## config.mk

```make
export PLATFORM = sky130hd
export DESIGN_NAME = pe_stream_feeder_flat
export DESIGN_NICKNAME = d
export VERILOG_FILES = /design/src/rtl/pe_stream_feeder_pkg.sv /design/src/rtl/pe_stream_feeder_if.sv /design/src/rtl/pe_stream_feeder_fifo2.sv /design/src/rtl/pe_stream_feeder.sv /design/src/flat_wrapper.sv
export SDC_FILE = /design/constraint.sdc
export NUM_CORES = 1
export LEC_CHECK = 0
export BUFFER_PORTS_ARGS = -buffer_cell sky130_fd_sc_hd__buf_2
export CORE_ASPECT_RATIO = 0.7
export CORE_MARGIN = 2
export CORE_UTILIZATION = 58
export DETAILED_ROUTE_END_ITERATION = 12
export PLACE_DENSITY = 0.91
export SLEW_MARGIN = 25
export SYNTH_ARGS = -nofsm -noshare
export SYNTH_HDL_FRONTEND = slang
export SYNTH_SLANG_ARGS = --single-unit
```

## constraint.sdc

```tcl
create_clock -name clk -period 11.55 [get_ports clk]
set_input_delay 2.8875 -clock clk [delete_from_list [all_inputs] [get_ports clk]]
set_output_delay 2.8875 -clock clk [all_outputs]
set_load 0.05 [all_outputs]
```

## src/rtl/pe_stream_feeder_pkg.sv

```systemverilog
// Shared types and constants for the PE stream feeder: widths, config field
// slices, stream tags, FSM and read-sequencer encodings.
package pe_stream_feeder_pkg;
  localparam int DATA_BITS   = 32;
  localparam int ADDR_W      = 16;
  localparam int CONFIG_SIZE = 12;

  typedef enum logic [1:0] {TAG_FLT, TAG_IFM, TAG_IPS} tag_e;
  typedef enum logic [1:0] {S_IDLE, S_CFG, S_RUN, S_DONE} state_e;
  typedef enum logic [2:0] {PH_FLT, PH_IFM0, PH_IPS, PH_IF1, PH_END} phase_e;

  function automatic logic [1:0] cfg_fld_p(input logic [CONFIG_SIZE-1:0] c);
    return c[11:10];
  endfunction

  function automatic logic [1:0] cfg_fld_q(input logic [CONFIG_SIZE-1:0] c);
    return c[9:8];
  endfunction

  function automatic logic [7:0] cfg_fld_f(input logic [CONFIG_SIZE-1:0] c);
    return c[7:0];
  endfunction

  // Filter words per pass: 3 taps for each of P+1 rows.
  function automatic logic [3:0] flt_words(input logic [1:0] p);
    return 4'(3 * ({2'b00, p} + 4'd1));
  endfunction

  function automatic logic [ADDR_W-1:0] opsum_total(input logic [CONFIG_SIZE-1:0] c);
    return (ADDR_W'(cfg_fld_f(c)) + ADDR_W'(1)) * (ADDR_W'(cfg_fld_p(c)) + ADDR_W'(1));
  endfunction
endpackage

```

## src/rtl/pe_stream_feeder_if.sv

```systemverilog
// GLB read/write bus plus the PE-facing stream handshakes.
// master = feeder side, slave = GLB/PE side.
interface pe_stream_feeder_if;
  import pe_stream_feeder_pkg::*;

  logic                   glb_rd_en;
  logic [ADDR_W-1:0]      glb_rd_addr;
  logic [DATA_BITS-1:0]   glb_rd_data;
  logic                   glb_wr_en;
  logic [ADDR_W-1:0]      glb_wr_addr;
  logic [DATA_BITS-1:0]   glb_wr_data;
  logic                   PE_en;
  logic [CONFIG_SIZE-1:0] o_config;
  logic [DATA_BITS-1:0]   filter, ifmap, ipsum;
  logic                   filter_valid, ifmap_valid, ipsum_valid;
  logic                   filter_ready, ifmap_ready, ipsum_ready;
  logic [DATA_BITS-1:0]   opsum;
  logic                   opsum_valid;
  logic                   opsum_ready;

  modport master (
    output glb_rd_en, glb_rd_addr, input glb_rd_data,
    output glb_wr_en, glb_wr_addr, glb_wr_data,
    output PE_en, o_config, filter, ifmap, ipsum,
    output filter_valid, ifmap_valid, ipsum_valid,
    input  filter_ready, ifmap_ready, ipsum_ready,
    input  opsum, opsum_valid, output opsum_ready
  );

  modport slave (
    input  glb_rd_en, glb_rd_addr, output glb_rd_data,
    input  glb_wr_en, glb_wr_addr, glb_wr_data,
    input  PE_en, o_config, filter, ifmap, ipsum,
    input  filter_valid, ifmap_valid, ipsum_valid,
    output filter_ready, ifmap_ready, ipsum_ready,
    output opsum, opsum_valid, input opsum_ready
  );
endinterface

```

## src/rtl/pe_stream_feeder_fifo2.sv

```systemverilog
// Two-entry tagged FIFO holding GLB words on their way to the PE.
module pe_feed_fifo2
  import pe_stream_feeder_pkg::*;
(
  input  logic                 clk,
  input  logic                 rst_n,
  input  logic                 push,
  input  tag_e                 push_tag,
  input  logic [DATA_BITS-1:0] push_data,
  input  logic                 pop,
  output logic [1:0]           count,
  output tag_e                 head_tag,
  output logic [DATA_BITS-1:0] head_data
);
  logic [1:0][DATA_BITS-1:0] data_q, data_d;
  logic [1:0][1:0]           tag_q, tag_d;
  logic                      wr_ptr_q, wr_ptr_d, rd_ptr_q, rd_ptr_d;
  logic [1:0]                count_q, count_d;
  logic                      do_push, do_pop;

  always_comb begin
    do_pop   = pop && (count_q != 2'd0);
    // At full, the push lands in the slot being popped; the pop still sees the old word.
    do_push  = push && ((count_q != 2'd2) || do_pop);
    data_d   = data_q;
    tag_d    = tag_q;
    wr_ptr_d = wr_ptr_q;
    rd_ptr_d = rd_ptr_q;
    if (do_push) begin
      data_d[wr_ptr_q] = push_data;
      tag_d[wr_ptr_q]  = push_tag;
      wr_ptr_d         = ~wr_ptr_q;
    end
    if (do_pop) rd_ptr_d = ~rd_ptr_q;
    count_d = count_q + {1'b0, do_push} - {1'b0, do_pop};
  end

  always_ff @(posedge clk or negedge rst_n) begin
    if (!rst_n) begin
      data_q   <= '0;
      tag_q    <= '0;
      wr_ptr_q <= 1'b0;
      rd_ptr_q <= 1'b0;
      count_q  <= 2'd0;
    end else begin
      data_q   <= data_d;
      tag_q    <= tag_d;
      wr_ptr_q <= wr_ptr_d;
      rd_ptr_q <= rd_ptr_d;
      count_q  <= count_d;
    end
  end

  assign count     = count_q;
  assign head_tag  = tag_e'(tag_q[rd_ptr_q]);
  assign head_data = data_q[rd_ptr_q];
endmodule

```

## src/rtl/pe_stream_feeder.sv

```systemverilog
// PE stream initiator: sequences filter/ifmap/ipsum reads from the GLB into the
// PE in consumption order and writes returned opsums back to the GLB.
module pe_stream_feeder
  import pe_stream_feeder_pkg::*;
(
  input  logic                   clk,
  input  logic                   rst_n,
  input  logic                   start,
  input  logic [CONFIG_SIZE-1:0] cfg,
  input  logic [ADDR_W-1:0]      filter_base,
  input  logic [ADDR_W-1:0]      ifmap_base,
  input  logic [ADDR_W-1:0]      ipsum_base,
  input  logic [ADDR_W-1:0]      opsum_base,
  output logic                   busy,
  output logic                   done,
  pe_stream_feeder_if.master     bus
);
  state_e                 state_q, state_d;
  logic                   busy_q, busy_d, done_q, done_d, pe_en_q, pe_en_d, ordy_q, ordy_d;
  logic [CONFIG_SIZE-1:0] cfg_q, cfg_d;
  phase_e                 phase_q, phase_d;
  logic [3:0]             cnt_q, cnt_d;
  logic [7:0]             col_q, col_d;
  logic [ADDR_W-1:0]      ips_ptr_q, ips_ptr_d, opsum_cnt_q, opsum_cnt_d;
  logic                   inflight_q;
  tag_e                   inflight_tag_q;

  logic                   rd_en, wr_en, pop;
  logic [ADDR_W-1:0]      rd_addr;
  tag_e                   rd_tag, head_tag;
  logic [1:0]             fifo_count;
  logic [DATA_BITS-1:0]   head_data;
  logic                   flt_vld, ifm_vld, ips_vld;

  pe_feed_fifo2 u_fifo (
    .clk       (clk),
    .rst_n     (rst_n),
    .push      (inflight_q),
    .push_tag  (inflight_tag_q),
    .push_data (bus.glb_rd_data),
    .pop       (pop),
    .count     (fifo_count),
    .head_tag  (head_tag),
    .head_data (head_data)
  );

  assign flt_vld = (fifo_count != 2'd0) && (head_tag == TAG_FLT);
  assign ifm_vld = (fifo_count != 2'd0) && (head_tag == TAG_IFM);
  assign ips_vld = (fifo_count != 2'd0) && (head_tag == TAG_IPS);
  assign pop     = (flt_vld && bus.filter_ready) || (ifm_vld && bus.ifmap_ready) ||
                   (ips_vld && bus.ipsum_ready);

  // Words still queued or on their way back count against the two FIFO slots.
  assign rd_en = (state_q == S_RUN) && (phase_q != PH_END) &&
                 (({1'b0, fifo_count} + {2'b00, inflight_q}) < 3'd2);
  assign wr_en = bus.opsum_valid && ordy_q;

  always_comb begin
    phase_d     = phase_q;
    cnt_d       = cnt_q;
    col_d       = col_q;
    ips_ptr_d   = ips_ptr_q;
    opsum_cnt_d = opsum_cnt_q;
    rd_addr     = '0;
    rd_tag      = TAG_FLT;
    case (phase_q)
      PH_FLT:  begin rd_addr = filter_base + ADDR_W'(cnt_q); rd_tag = TAG_FLT; end
      PH_IFM0: begin rd_addr = ifmap_base + ADDR_W'(cnt_q);  rd_tag = TAG_IFM; end
      PH_IPS:  begin rd_addr = ipsum_base + ips_ptr_q;       rd_tag = TAG_IPS; end
      PH_IF1:  begin rd_addr = ifmap_base + ADDR_W'(col_q) + ADDR_W'(3); rd_tag = TAG_IFM; end
      default: ;
    endcase
    if (rd_en) begin
      case (phase_q)
        PH_FLT:
          if (cnt_q == flt_words(cfg_fld_p(cfg_q)) - 4'd1) begin
            phase_d = PH_IFM0;
            cnt_d   = '0;
          end else cnt_d = cnt_q + 4'd1;
        PH_IFM0:
          if (cnt_q == 4'd2) begin
            phase_d = PH_IPS;
            cnt_d   = '0;
          end else cnt_d = cnt_q + 4'd1;
        PH_IPS: begin
          // ipsum words of consecutive columns are contiguous, so one pointer covers f(P+1)+p.
          ips_ptr_d = ips_ptr_q + ADDR_W'(1);
          if (cnt_q == {2'b00, cfg_fld_p(cfg_q)}) begin
            cnt_d   = '0;
            phase_d = (col_q == cfg_fld_f(cfg_q)) ? PH_END : PH_IF1;
          end else cnt_d = cnt_q + 4'd1;
        end
        PH_IF1: begin
          col_d   = col_q + 8'd1;
          phase_d = PH_IPS;
        end
        default: ;
      endcase
    end
    if (wr_en) opsum_cnt_d = opsum_cnt_q + ADDR_W'(1);
    if (state_q == S_CFG) begin
      phase_d     = PH_FLT;
      cnt_d       = '0;
      col_d       = '0;
      ips_ptr_d   = '0;
      opsum_cnt_d = '0;
    end
  end

  always_comb begin
    state_d = state_q;
    cfg_d   = cfg_q;
    case (state_q)
      S_IDLE: if (start) begin
        state_d = S_CFG;
        cfg_d   = cfg;
      end
      S_CFG:  state_d = S_RUN;
      S_RUN:  if (wr_en && (opsum_cnt_q + ADDR_W'(1) == opsum_total(cfg_q))) state_d = S_DONE;
      S_DONE: state_d = S_IDLE;
      default: state_d = S_IDLE;
    endcase
    busy_d  = (state_d != S_IDLE);
    done_d  = (state_d == S_DONE);
    pe_en_d = (state_d == S_CFG);
    ordy_d  = (state_d == S_RUN);
  end

  always_ff @(posedge clk or negedge rst_n) begin
    if (!rst_n) begin
      state_q        <= S_IDLE;
      busy_q         <= 1'b0;
      done_q         <= 1'b0;
      pe_en_q        <= 1'b0;
      ordy_q         <= 1'b0;
      cfg_q          <= '0;
      phase_q        <= PH_FLT;
      cnt_q          <= '0;
      col_q          <= '0;
      ips_ptr_q      <= '0;
      opsum_cnt_q    <= '0;
      inflight_q     <= 1'b0;
      inflight_tag_q <= TAG_FLT;
    end else begin
      state_q        <= state_d;
      busy_q         <= busy_d;
      done_q         <= done_d;
      pe_en_q        <= pe_en_d;
      ordy_q         <= ordy_d;
      cfg_q          <= cfg_d;
      phase_q        <= phase_d;
      cnt_q          <= cnt_d;
      col_q          <= col_d;
      ips_ptr_q      <= ips_ptr_d;
      opsum_cnt_q    <= opsum_cnt_d;
      inflight_q     <= rd_en;
      inflight_tag_q <= rd_tag;
    end
  end

  assign busy             = busy_q;
  assign done             = done_q;
  assign bus.glb_rd_en    = rd_en;
  assign bus.glb_rd_addr  = rd_en ? rd_addr : '0;
  assign bus.glb_wr_en    = wr_en;
  assign bus.glb_wr_addr  = wr_en ? (opsum_base + opsum_cnt_q) : '0;
  assign bus.glb_wr_data  = wr_en ? bus.opsum : '0;
  assign bus.PE_en        = pe_en_q;
  assign bus.o_config     = cfg_q;
  assign bus.filter       = head_data;
  assign bus.ifmap        = head_data;
  assign bus.ipsum        = head_data;
  assign bus.filter_valid = flt_vld;
  assign bus.ifmap_valid  = ifm_vld;
  assign bus.ipsum_valid  = ips_vld;
  assign bus.opsum_ready  = ordy_q;
endmodule

```

## src/flat_wrapper.sv

```systemverilog
// flat-port wrapper written by rule: the top's interface ports become plain ports
module pe_stream_feeder_flat import pe_stream_feeder_pkg::*;
  (clk, rst_n, start, cfg, filter_base, ifmap_base, ipsum_base, opsum_base, busy, done, bus_glb_rd_en, bus_glb_rd_addr, bus_glb_rd_data, bus_glb_wr_en, bus_glb_wr_addr, bus_glb_wr_data, bus_PE_en, bus_o_config, bus_filter, bus_ifmap, bus_ipsum, bus_filter_valid, bus_ifmap_valid, bus_ipsum_valid, bus_filter_ready, bus_ifmap_ready, bus_ipsum_ready, bus_opsum, bus_opsum_valid, bus_opsum_ready);
  pe_stream_feeder_if bus_i ();
  input  logic clk;
  input  logic rst_n;
  input  logic start;
  input  logic [CONFIG_SIZE-1:0] cfg;
  input  logic [ADDR_W-1:0] filter_base;
  input  logic [ADDR_W-1:0] ifmap_base;
  input  logic [ADDR_W-1:0] ipsum_base;
  input  logic [ADDR_W-1:0] opsum_base;
  output logic busy;
  output logic done;
  output wire logic [$bits(bus_i.glb_rd_en)-1:0] bus_glb_rd_en;
  output wire logic [$bits(bus_i.glb_rd_addr)-1:0] bus_glb_rd_addr;
  input wire logic [$bits(bus_i.glb_rd_data)-1:0] bus_glb_rd_data;
  output wire logic [$bits(bus_i.glb_wr_en)-1:0] bus_glb_wr_en;
  output wire logic [$bits(bus_i.glb_wr_addr)-1:0] bus_glb_wr_addr;
  output wire logic [$bits(bus_i.glb_wr_data)-1:0] bus_glb_wr_data;
  output wire logic [$bits(bus_i.PE_en)-1:0] bus_PE_en;
  output wire logic [$bits(bus_i.o_config)-1:0] bus_o_config;
  output wire logic [$bits(bus_i.filter)-1:0] bus_filter;
  output wire logic [$bits(bus_i.ifmap)-1:0] bus_ifmap;
  output wire logic [$bits(bus_i.ipsum)-1:0] bus_ipsum;
  output wire logic [$bits(bus_i.filter_valid)-1:0] bus_filter_valid;
  output wire logic [$bits(bus_i.ifmap_valid)-1:0] bus_ifmap_valid;
  output wire logic [$bits(bus_i.ipsum_valid)-1:0] bus_ipsum_valid;
  input wire logic [$bits(bus_i.filter_ready)-1:0] bus_filter_ready;
  input wire logic [$bits(bus_i.ifmap_ready)-1:0] bus_ifmap_ready;
  input wire logic [$bits(bus_i.ipsum_ready)-1:0] bus_ipsum_ready;
  input wire logic [$bits(bus_i.opsum)-1:0] bus_opsum;
  input wire logic [$bits(bus_i.opsum_valid)-1:0] bus_opsum_valid;
  output wire logic [$bits(bus_i.opsum_ready)-1:0] bus_opsum_ready;
  assign bus_glb_rd_en = bus_i.glb_rd_en;
  assign bus_glb_rd_addr = bus_i.glb_rd_addr;
  assign bus_i.glb_rd_data = bus_glb_rd_data;
  assign bus_glb_wr_en = bus_i.glb_wr_en;
  assign bus_glb_wr_addr = bus_i.glb_wr_addr;
  assign bus_glb_wr_data = bus_i.glb_wr_data;
  assign bus_PE_en = bus_i.PE_en;
  assign bus_o_config = bus_i.o_config;
  assign bus_filter = bus_i.filter;
  assign bus_ifmap = bus_i.ifmap;
  assign bus_ipsum = bus_i.ipsum;
  assign bus_filter_valid = bus_i.filter_valid;
  assign bus_ifmap_valid = bus_i.ifmap_valid;
  assign bus_ipsum_valid = bus_i.ipsum_valid;
  assign bus_i.filter_ready = bus_filter_ready;
  assign bus_i.ifmap_ready = bus_ifmap_ready;
  assign bus_i.ipsum_ready = bus_ipsum_ready;
  assign bus_i.opsum = bus_opsum;
  assign bus_i.opsum_valid = bus_opsum_valid;
  assign bus_opsum_ready = bus_i.opsum_ready;
  pe_stream_feeder u_core (.clk(clk), .rst_n(rst_n), .start(start), .cfg(cfg), .filter_base(filter_base), .ifmap_base(ifmap_base), .ipsum_base(ipsum_base), .opsum_base(opsum_base), .busy(busy), .done(done), .bus(bus_i));
endmodule
```

==> results of run 1 <==
## layout by cell type, fill, tap and decap left out, types with 8 or more instances in the layout
cell	netlist	routed
mux2i_1	16	16
a21oi_1	57	57
clkbuf_16	0	17
ha_1	76	76
nand3_1	29	29
buf_2	2	326
fa_1	12	12
xor2_1	57	57
nor2_1	110	110
and3_1	47	47
mux2_2	116	116
nand2b_1	11	11
a31oi_1	9	9
o21ai_0	38	38
a22oi_1	8	8
inv_1	38	38
a211oi_1	12	12
or2_2	14	14
nand4_1	25	25
xnor2_1	75	75
nor3_1	17	17
o21a_1	8	8
or3_1	18	18
a21o_1	17	17
nand2_1	77	77
dfrtp_1	140	140
## cell usage after synthesis, types with 6 or more instances
cell type and number:
dfrtp_1 140, mux2_2 116, nor2_1 110, nand2_1 77, ha_1 76, xnor2_1 75, buf_4 64, a21oi_1 57
xor2_1 57, and3_1 47, inv_1 38, o21ai_0 38, clkbuf_1 32, nand3_1 29, nand4_1 25, or3_1 18
a21o_1 17, nor3_1 17, mux2i_1 16, or2_2 14, a211oi_1 12, fa_1 12, nand2b_1 11, a31oi_1 9
a22oi_1 8, buf_1 8, o21a_1 8, and2_1 6, nor2b_1 6, o22ai_1 6, o31ai_1 6
## kinds of logic after synthesis
group                    Yosys count  synth area share
AO/OA/AOI/OAI                    191             0.107
XOR/XNOR                         132             0.103
AND/OR/NAND/NOR                  381             0.169
buffers and inverters            147            0.0721
adder cells (fa/ha/maj)           88             0.106
multiplexers                     132             0.131
flip-flops                       140             0.312
## worst max path at each step
stage	startpoint	endpoint	slack, ps	cells past startpoint
final	ifmap_base[2]	bus_glb_rd_addr[10]	2890	11
after global routing	ifmap_base[0]	bus_glb_rd_addr[14]	2760	14
after CTS	ifmap_base[2]	bus_glb_rd_addr[10]	3020	11
after detailed placement	ifmap_base[2]	bus_glb_rd_addr[10]	3080	11
after global placement	ifmap_base[2]	bus_glb_rd_addr[10]	3150	11
after floorplan	ifmap_base[1]	bus_glb_rd_addr[15]	2880	12
## state kept, by name (all words and copies together), names as in the netlist, 2 cells and up
name	flops
u_core.opsum_cnt_q	16
u_core.phase_q	3
u_core.u_fifo.count	2
u_core.ips_ptr_q	16
u_core.bus.o_config	12
u_core.inflight_tag_q	2
u_core.state_q	2
u_core.u_fifo.data_q	64
u_core.cnt_q	4
u_core.col_q	8
u_core.u_fifo.tag_q	4
## critical path, stage by stage
cell,delay [ps]
buf_2,110
ha_1,350
ha_1,330
a211oi_1,400
o21ai_0,240
a21boi_0,390
nand3b_1,190
xnor2_1,130
nand2_1,70
a31oi_1,340
buf_2,330
## area by class of cell
cell class / count / area (sq um)
Timing Repair Buffer: 332 / 1680
Fill cell: 1421 / 5740
Sequential cell: 140 / 3500
Clock inverter: 14 / 174
Multi-Input combinational cell: 924 / 6940
Clock buffer: 18 / 439
Inverter: 39 / 146
Tap cell: 242 / 303
## metal layers
layer	track usage	vias to the layer above	share of wire	routed length, um
met5	0	-	0.00042	13
met4	0.0908	2	0.024	744
met3	0.0606	62	0.087	2680
met2	0.476	514	0.46	14000
met1	0.408	4891	0.43	13400
li1	-	4692	-	-
## stage by stage
stage,std cells,setup WS (ps),hold slack (ps),area (sq um),utilization
after floorplan,1211,2880,460,11200,-
after global placement,1677,3150,480,12600,0.664
after global routing,1709,2760,514,13200,0.697
final,1709,2890,500,13200,0.697
after detailed placement,1677,3080,488,12600,0.664
after CTS,1709,3020,502,13200,0.697
==> parameters.txt, run 1 <==
Parameter                              Value

Die
  Y dimension of the die ... 120 um
  Boundary pin count ... 328
  Floorplan die area ... between 0.02 and 0.025 sq mm
  Width of the die ... between 150 and 200 um
  Site row count ... 42
  Starting density of the core ... 0.594
  Core box area ... 0.0189 sq mm

Global routing
  Remaining global-route overflow ... 0
  Global-route wire length before repair ... 48,600 um
  Antenna violations before repair ... 1
  Via count of the first global-routing pass ... 9,511
  Maximum number of pins on one net before global-route repair ... 72
  Total routing resource utilization after global routing ... 0.297

Run
  Number of violations of the max-capacitance limit ... 0

CTS
  Clock Tree Buf Depth ... 2
  TritonCTS clock tree ... yes
  Number of H-tree branching levels ... 4
  CTS Buf Count ... 17
  Post-CTS clock slew at the launch and capture registers of the worst setup and hold paths ... 70 ps
  Clock root buffer ... clkbuf_16
  Hold-fix buffers, CTS ... 0
  Clk Latency, worst-skew pair ... between 400 and 500 ps
  Post-CTS setup buffer count ... 0
  Clock net sink count ... 140
  Resize count post-CTS ... 0

Detailed routing
  Overall via count from detail_route ... slightly above 10k
  Wire length after detailed routing ... 30,900 um
  Drt wl/cell ... 18.1 um
  Final routed DRC violation total ... 0
  DRT Pass-1 Iters ... 5
  Per-cell via count in the routed design ... 5.95
  Starting DRT DRC Count ... 946
  Antenna viol nets, final ... 0

Synthesis
  Number of instances in the synthesized netlist ... 1,211
  Distinct cells, synth ... 59
  Proportion of register bits with asynchronous set or reset after synthesis ... 1.00
  Flip-flop and latch count after synthesis ... 140
  Biggest area consumer among synthesized cells ... dfrtp_1
  Average size of a mapped cell ... 9.27 sq um
  Netlist Area Pre-Place ... 0.0112 sq mm
  Number of enable-type register cells in the synthesized netlist ... 0
  Top post-synthesis cells by area ... dfrtp_1, mux2_2, ha_1
  Synthesized net count ... 1,446
  Predominant post-synthesis flop cell ... dfrtp_1
  Post-synth top area share ... 0.312
  Syn. warnings ... 0
  Sequential fraction of the synthesis area ... 0.312

STA
  Max-slew violation total from the final report ... 0
  Number of endpoints with negative hold slack in the final report ... 0
  Worst Clk Skew ... 13.5 ps
  Minimum clock period after layout ... between 8000 and 9000 ps
  RSZ-0062 raised after global routing ... false
  Max_slew headroom ... 0.393
  Final setup TNS ... 0 ps
  Post-route clock period utilization ... 0.750
  Setup violators final ... 0
  Transition at the pin with the smallest max-transition slack ... 910 ps
  Fmax ... 115 MHz

Run status
  Result of the run ... finished clean

Worst setup path
  Worst reg2reg path depth ... 13
  Worst reg2reg endpoint ... u_core.bus.opsum_ready
  Critical Path Start Type ... primary input
  Max FO, Critical Path ... 3
  Signal arrival time at the worst endpoint ... 5770 ps
  R2r setup slk ... 7210 ps
  Startpoint of the lowest-slack register-to-register path ... u_core.bus.o_config[10]
  Critical Setup Path Class ... in2out
  Data required time at the worst endpoint ... 8660 ps
  Endpoint class of the critical path ... output port

Place
  GPL Wtd Cong ... 0.993
  Buffers added on ports ... 327
  Detail Placement HPWL ... between 20,000 and 25,000 um

Cells and area
  Final nets ... 1,689
  Diode insertion count for antenna repair ... 0
  Layout cells sized above 1 ... 0.342
  Area growth from synthesis to layout ... 17.4%

Hold path
  Hold Path Stages ... 1
  Startpoint of the tightest hold check path ... u_core.inflight_tag_q[1]
  Min-delay worst type ... reg2reg
  Hold worst-path end ... u_core.u_fifo.tag_q[3]
Power of run 1 is left out: the tool's default activity adds up to more than one toggle a clock period on the data nets, which glitch-free logic cannot reach.
==> inputs of run 2 (changes only) <==
Settings changed: CORE_UTILIZATION 58 to 54, PLACE_DENSITY 0.91 to 0.86.
Clock period 11.55 ns to 8.8 ns, I/O delays scaled along.
==> parameters.txt, run 2 (synthesized netlist as in run 1, its figures left out) <==
Parameter                              Value

STA
  Worst Clk Skew ... 12.1 ps
  Fmax ... 140 MHz
  RSZ-0062 raised after global routing ... false
  Setup violators final ... 0
  Post-route clock period utilization ... 0.813
  Final setup TNS ... 0 ps
  Transition at the pin with the smallest max-transition slack ... about 900 ps
  Minimum clock period after layout ... between 7000 and 8000 ps
  Hold WS ... 501 ps
  Number of endpoints with negative hold slack in the final report ... 0
  Max_slew headroom ... 0.401
  Max-slew violation total from the final report ... 0

Worst setup path
  Endpoint class of the critical path ... output port
  Worst path slowest cell ... a211oi_1
  Data required time at the worst endpoint ... 6600 ps
  Signal arrival time at the worst endpoint ... ~5000 ps
  CP Cell Sequence ... buf_2, ha_1, ha_1, a211oi_1, o21ai_0, a21boi_0, nand3b_1, xnor2_1, nand2_1, a31oi_1, buf_2
  Critical Setup Path Class ... in2out
  Max FO, Critical Path ... 3
  Critical Path Start Type ... primary input
  Critical path's largest stage delay ... 400 ps
  Family with the most delay on the worst path ... compound AO/OA/AOI/OAI gates
  Buf+Inv Stages, Crit Path ... 2

Global routing
  Total routing resource utilization after global routing ... 0.266
  Antenna violations before repair ... 1
  Global-route wire length before repair ... 47,000 um
  Via count of the first global-routing pass ... 9,413
  Maximum number of pins on one net before global-route repair ... 74
  Remaining global-route overflow ... 0

Hold path
  Min-delay worst type ... reg2reg

Cells and area
  Diode insertion count for antenna repair ... 0
  Flip-flop count of the largest register after layout ... 64
  Layout cells sized above 1 ... 0.341
  Area growth from synthesis to layout ... 17.5%
  Count of placed standard cells in the final layout, fillers left out ... 1,744
  Register with the highest flop count ... u_core.u_fifo.data_q
  Final Instance Area ... 0.0132 sq mm
  Most used cells in the layout excluding fill and tap cells ... buf_2, dfrtp_1, mux2_2
  Biggest regs ... u_core.u_fifo.data_q x64, u_core.ips_ptr_q x16, u_core.opsum_cnt_q x16
  Final nets ... 1,690
  Filler Cells Inserted ... between 1.5k and 2k
  Most common library cell in the layout ignoring fill and taps ... buf_2

CTS
  Clk Latency, worst-skew pair ... 420 ps
  Clock Tree Buf Depth ... 2
  Resize count post-CTS ... 0
  Clock root buffer ... clkbuf_16
  Number of H-tree branching levels ... 4
  Post-CTS setup buffer count ... 0
  Clock net sink count ... between 100 and 150
  TritonCTS clock tree ... yes
  Post-CTS clock slew at the launch and capture registers of the worst setup and hold paths ... 60 ps
  CTS Buf Count ... 17
  Hold-fix buffers, CTS ... 0

Place
  Total cell area at the placement stage ... 0.0126 sq mm
  Detail Placement HPWL ... 22,500 um
  GPL Wtd Cong ... 0.903
  Dpl cells ... 1,712
  Buffers added on ports ... 327

Run
  Number of violations of the max-capacitance limit ... 0

Die
  Y dimension of the die ... roughly 120 um
  Core box area ... 0.0206 sq mm
  Width of the die ... between 150 and 200 um
  Boundary pin count ... 328
  Site row count ... 44
  Floorplan die area ... roughly 0.022 sq mm
  Starting density of the core ... 0.545

Detailed routing
  Starting DRT DRC Count ... 662
  Per-cell via count in the routed design ... 5.69
  Wire length after detailed routing ... 29,500 um
  Final routed DRC violation total ... 0
  Antenna viol nets, final ... 0
  DRT Pass-1 Iters ... 5
  Overall via count from detail_route ... 9,926
  Drt wl/cell ... 16.9 um

Run status
  Result of the run ... finished clean
run 2: cell count changes in the layout (fill, tap and decap cells not counted), sizes merged:
cell	previous run	this run
clkinvlp	1	3
buf	332	333
bufinv	2	1
clkinv	2	1
run 2: worst paths after layout:
kind                                     startpoint                        to  slack [ps]  cells after the start
max in group asynchronous                     rst_n     u_core.opsum_cnt_q[1]        5960                      2
min in group asynchronous                     rst_n  u_core.u_fifo.data_q[44]        1760                      1
hold / removal             u_core.u_fifo.data_q[63]  u_core.u_fifo.data_q[63]         500                      1
hold reg to reg            u_core.u_fifo.data_q[63]  u_core.u_fifo.data_q[63]         500                      1
setup reg to reg            u_core.bus.o_config[10]    u_core.bus.opsum_ready        4460                     14
setup / recovery                      ifmap_base[2]       bus_glb_rd_addr[10]        1640                     11
run 2: through the flow:
step | setup WS (ps) | utilization
3_5_place_dp | 1760 | 0.613
2_1_floorplan | 1510 | -
4_1_cts | 1710 | 0.641
5_1_grt | 1380 | 0.641
3_3_place_gp | 1800 | 0.613
6_report | 1640 | 0.641
run 2: routing by layer:
layer	track usage	wire length, um
met5	0	20
met3	0.0650	2510
met2	0.425	13500
met4	0.0671	426
met1	0.363	13000
run 2: worst register-to-register path, cell delays in order (launching register included):
cell	delay, ps
dfrtp_1	690
inv_1	180
ha_1	480
nand2b_1	230
fa_1	510
inv_1	40
ha_1	210
fa_1	450
xor2_1	180
xnor2_1	130
nor3_1	200
nand4_1	110
nor3_1	220
nand4_1	300
and3_1	290
run 2: area by class of cell:
type	count	area (sq um)	share of cell area
multi-input cells	924	6940	0.525
flip-flops and latches	140	3500	0.265
repair buffers	333	1690	0.128
clock buffers	18	429	0.0325
well taps	276	345	0.0262
clock inverters	14	150	0.0114
inverters	39	146	0.0111
Power of run 2 is left out for the same reason.
